<file path="src/rtl/program_loader.sv">
// program_loader: fills the word-addressed instruction RAM from a byte
// stream (16-bit LE word count, then LE 32-bit words) and holds the CPU in
// reset until the whole image has been written.
module program_loader #(
  parameter int ADDR_WIDTH = 10
) (
  input  logic                  clk,
  input  logic                  rstn,
  input  logic                  start,
  input  logic [7:0]            in_data,
  input  logic                  in_valid,
  output logic                  in_ready,
  output logic                  mem_we,
  output logic [ADDR_WIDTH-1:0] mem_addr,
  output logic [31:0]           mem_wdata,
  output logic                  cpu_rstn,
  output logic                  busy,
  output logic                  done,
  output logic                  error,
  output logic [ADDR_WIDTH:0]   words_loaded
);

  localparam int unsigned DEPTH = 32'd1 << ADDR_WIDTH;

  typedef enum logic [2:0] {IDLE, LEN_LO, LEN_HI, DATA, DONE, ERR} state_t;

  state_t        state, state_nxt;
  logic [7:0]    len_lo;
  logic [15:0]   len;
  logic [1:0]    byte_idx;
  logic [23:0]   asm_q;      // first three bytes of the word being assembled
  logic          done_q;
  logic          xfer;
  logic          accepting;
  logic          restartable;
  logic          hdr_bad;
  logic          last_word;
  logic [15:0]   len_full;

  assign accepting   = (state == LEN_LO) || (state == LEN_HI) || (state == DATA);
  assign restartable = (state == IDLE) || (state == DONE) || (state == ERR);
  assign xfer        = in_valid && accepting;
  assign len_full    = {in_data, len_lo};
  assign hdr_bad     = (len_full == 16'd0) || (32'(len_full) > DEPTH);
  // words_loaded doubles as the index of the word currently being assembled
  assign last_word   = (32'(words_loaded) + 32'd1) == 32'(len);

  assign in_ready = accepting;
  assign busy     = accepting;
  assign error    = (state == ERR);
  // release lags entry into DONE by one cycle so the final write lands first
  assign done     = done_q;
  assign cpu_rstn = done_q;

  // state register
  always_ff @(posedge clk or negedge rstn) begin
    if (!rstn) state <= IDLE;
    else       state <= state_nxt;
  end

  // next-state logic
  always_comb begin
    state_nxt = state;
    case (state)
      IDLE, DONE, ERR: if (start) state_nxt = LEN_LO;
      LEN_LO:          if (xfer) state_nxt = LEN_HI;
      LEN_HI:          if (xfer) state_nxt = hdr_bad ? ERR : DATA;
      DATA:            if (xfer && byte_idx == 2'd3 && last_word) state_nxt = DONE;
      default:         state_nxt = IDLE;
    endcase
  end

  // header capture, word assembly, imem write port and release flag
  always_ff @(posedge clk or negedge rstn) begin
    if (!rstn) begin
      len_lo       <= '0;
      len          <= '0;
      byte_idx     <= '0;
      asm_q        <= '0;
      done_q       <= 1'b0;
      mem_we       <= 1'b0;
      mem_addr     <= '0;
      mem_wdata    <= '0;
      words_loaded <= '0;
    end else begin
      mem_we <= 1'b0;
      done_q <= (state == DONE) && (state_nxt == DONE);
      if (restartable && start) words_loaded <= '0;
      if (xfer) begin
        case (state)
          LEN_LO: len_lo <= in_data;
          LEN_HI: begin
            len      <= len_full;
            byte_idx <= 2'd0;
          end
          DATA: begin
            byte_idx <= byte_idx + 2'd1;
            asm_q    <= {in_data, asm_q[23:8]};
            if (byte_idx == 2'd3) begin
              mem_we       <= 1'b1;
              mem_addr     <= words_loaded[ADDR_WIDTH-1:0];
              mem_wdata    <= {in_data, asm_q};
              words_loaded <= words_loaded + {{ADDR_WIDTH{1'b0}}, 1'b1};
            end
          end
          default: ;
        endcase
      end
    end
  end

endmodule

</file>
<file path="config.mk">
export PLATFORM = sky130hd
export DESIGN_NAME = program_loader
export DESIGN_NICKNAME = d
export VERILOG_FILES = /design/src/rtl/program_loader.sv
export SDC_FILE = /design/constraint.sdc
export NUM_CORES = 1
export LEC_CHECK = 0
export CAP_MARGIN = 5
export CORE_MARGIN = 2
export CORE_UTILIZATION = 36
export CTS_CLUSTER_SIZE = 8
export DETAILED_ROUTE_END_ITERATION = 10
export GPL_TIMING_DRIVEN = 0
export HOLD_SLACK_MARGIN = 0.05
export MAX_ROUTING_LAYER = met4
export PLACE_DENSITY_LB_ADDON = 0.2
export SYNTH_ARGS = -nofsm -noshare
export SYNTH_HDL_FRONTEND = slang
export SYNTH_SLANG_ARGS = --single-unit
</file>
<file path="constraint.sdc">
create_clock -name clk -period 2.6 [get_ports clk]
set_clock_uncertainty 0.05 [all_clocks]
set_input_delay 0.39 -clock clk [delete_from_list [all_inputs] [get_ports clk]]
set_output_delay 0.39 -clock clk [all_outputs]
set_load 0.01 [all_outputs]
</file>
==> qor.yml <==
grt:
  grt_max_degree: 65
  antenna_found_initial: 0
  grt_pass1_vias: 3326
  grt_pass1_wl_um: 17020
  grt_util_all_layers_pct: 15.99
  met2_usage_pct: 24.63
  grt-busiest-layer: "met2"
  grt_remaining_overflow: 0
  use_met1_pct: 21.29
  use_met3_pct: 2.810
synth:
  ys_ff_latch: 108
  synth_edf_count: 0
  yosys.area_share.xor_xnor_pct: 2.831
  ys_types: 40
  synth_area_sq_um: 4641
  synthMuxAreaShare_pct: 11.14
  synth_nets: 460
  synth-compound-area-share_pct: 6.525
  synth_fa_ha_area_share_pct: 0.5392
  yosysWarnings: 0
  post_synth_and_or_nand_nor_area_fraction_pct: 17.74
  yosysSeqAreaShare_pct: 58.24
  synthArstFlopShare_pct: 100.0
  netlist_instances: 446
  synth_top_family_by_area: "simple AND/OR/NAND/NOR gates"
  synth_ff_type: "dfrtp_1"
  synth_area_per_cell_sq_um: 10.41
hold_path:
  hold_class: "input pin to async pin"
route:
  drc: 0
  vias_per_cell: 4.842
  drt.antenna.violating_nets: 0
  via_count: 3428
  dr.pass1.iters: 4
  routedWlPerCell_um: 14.68
  routed_wl_um: 10400
  drtIter0Drc: 157
placed_design:
  place_area_sq_um: 5582
  gp_congestion: 0.8459
  dp_cells: 689
  place_hpwl_um: 7467
  io_buffer_count: 70
  pre_cts_ws_ps: -426.7
pwr:
  p_int_mw: 3.935
  powerDensity_nw_per_um2: 960.0
  clkPwrFrac_pct: 23.2
  power.share.switching_pct: 30.82
  p_switching_mw: 1.753
  p_seq_share_pct: 47.0
  ir_drop_mv: 0.4261
  p_leak_nw: 2.727
  p_comb_share_pct: 29.8
sta:
  setup_slack_ps: 152.2
  period_share_pct: 94.15
  finalSetupViolCount: 0
  slew_headroom_pct: 44.99
  max_freq_mhz: 408.5
  worst_pin_slew_ps: 825.2
  period_needed_ps: 2448
  report.final.slew_viol_count: 0
  rsz0062_at_grt: "no"
  hold_viol: 0
worst_setup_path:
  cp_max_fo: 4
  cp.required_ps: 2760
  arrival_ps: 2610
  critPathCapture: "state[0]"
  worstSetupPathType: "flop to flop"
  reg2reg_depth: 7
  r2r_slack_ps: 150
  cp-startpoint: "words_loaded[1]"
  r2r_end: "state[0]"
  r2r_start: "words_loaded[1]"
  cp-end-kind: "flop"
  critPathLaunchType: "flop"
clocking:
  cts_tree: "done"
  cts_root_buf: "clkbuf_16"
  cts_max_path_buffers: 2
  hold_buffers: 0
  cts.reportedPaths.clkPinSlew_ps: 70
  cts-htree-levels: 3
  numCtsBuffers: 9
  insertion_delay_ps: 350
  clkSinkCount: 108
status:
  status: "finished, final reports clean"
cells_and_area:
  fin_nets: 546
  fillCellCount: 1241
  drive_gt1_share_pct: 15.30
  final_util_pct: 46.95
  area_growth_pct: 27.66
  antennaDiodeCount: 0
  finalNonFillerCells: 708
  stdcell_area_sq_um: 5924
flow_run:
  max-cap-violations: 0
floorplanning:
  initial_core_util_pct: 36.77
  rows: 41
  io_pins: 71
  core_area_sq_um: 12620
  dieHeight_um: 117.5
  die-area_sq_um: 13810
  die_x_um: 117.5
## through the flow
stage	power [mW]	hold WS [ps]	TNS (ps)
3_5_place_dp	4.387	399.5	-9785
6_report	5.687	84.27	0
2_1_floorplan	3.622	44.41	0
4_1_cts	5.729	128.5	0
3_3_place_gp	4.327	395.5	-334960
5_1_grt	6.028	169.2	0
## flip-flops by register name (all words and copies together), names as in the netlist
register	cells
len	16
byte_idx	2
mem_we	1
words_loaded	11
cpu_rstn	1
mem_addr	10
mem_wdata	32
state	3
len_lo	8
asm_q	24
## Yosys cell counts (2+ instances only)
master    number  area [sq um]
a211o_1        2         17.52
a211oi_1       3         22.52
a21oi_1        4         20.02
and3_1         2         12.51
buf_2          6         30.03
buf_4          2         15.01
clkbuf_1      17         63.81
dfrtp_1      108          2703
ha_1           2         25.02
inv_1          7         26.28
mux2_2        45         506.7
nand2_1      149         559.3
nand3_1        8         40.04
nand4_1        3         18.77
nor2_1        15         56.30
nor2b_1        2         12.51
nor3_1         5         25.02
nor4_1         4         25.02
o21ai_0       20         100.1
o31ai_1        8         60.06
or4_1          2         15.01
xnor2_1        9         78.83
xor2_1         6         52.55
## layout make-up
type	instances	area, sq um	area share [%]
flip-flops and latches	108	2705	45.66
multi-input cells	305	1821	30.73
repair buffers	75	758.2	12.80
clock buffers	11	252.7	4.266
well taps	172	215.2	3.633
plain buffers	26	113.9	1.922
clock inverters	4	32.53	0.5491
inverters	7	26.28	0.4435
## critical path, stage by stage, from the launching register on
cell,delay [ps]
dfrtp_2,440
ha_4,280
xnor2_1,110
nand4_1,110
or4_1,540
a211o_1,320
a2111oi_4,390
a21oi_1,80
## layer usage
layer  wire [um]  share of wire (%)
met3         383                3.7
met2        4950                 48
met1        4913                 47
met4         148                1.4
met5           0                  0
## cells in the final DEF, fill, tap and decap left out, types with 4 or more instances in the layout
master and count:
xor2_1 6, nor2_1 14, a21oi_1 4, nand3_1 8, clkbuf_1 16, xnor2_1 9, nor3_1 5, buf_4 7
mux2_2 45, dfrtp_1 106, o21ai_0 20, clkbuf_16 9, o31ai_1 8, nand2_1 149, buf_2 6, clkdlybuf4s50_1 68
inv_1 7
## power by group through the flow
| stage | clock network, mW | registers (mW) | logic [mW] |
|---|---|---|---|
| 2_1_floorplan | 0 | 2.66 | 0.958 |
| 3_3_place_gp | 0 | 2.69 | 1.64 |
| 3_5_place_dp | 0 | 2.70 | 1.68 |
| 4_1_cts | 1.35 | 2.67 | 1.71 |
| 5_1_grt | 1.41 | 2.75 | 1.86 |
| 6_report | 1.32 | 2.67 | 1.69 |
## worst min-delay path by stage
stage,start,endpoint,cells after the start
final,rstn,mem_wdata[13],1
after global routing,rstn,mem_wdata[23],1
after CTS,rstn,mem_wdata[23],1
after detailed placement,asm_q[0],mem_wdata[0],2
after global placement,asm_q[0],mem_wdata[0],2
after floorplan,rstn,asm_q[0],0
## timing repair
| item | CTS | global route |
|---|---|---|
| setup endpoints to repair | 6 | 4 |
| gates resized for setup | 2 | 6 |
| pin swaps | 1 | 5 |
| buffers inserted | 1 | 3 |
## cell families (layout without fill, tap and decap cells)
kind of cell | count (synthesis) | count (layout)
mux | 46 | 46
buf+inv | 33 | 123
flops | 108 | 108
xor+xnor | 15 | 15
compound gates | 45 | 45
fa+ha+maj | 2 | 2
simple gates | 197 | 197
Power figures use the tool's default switching activity.
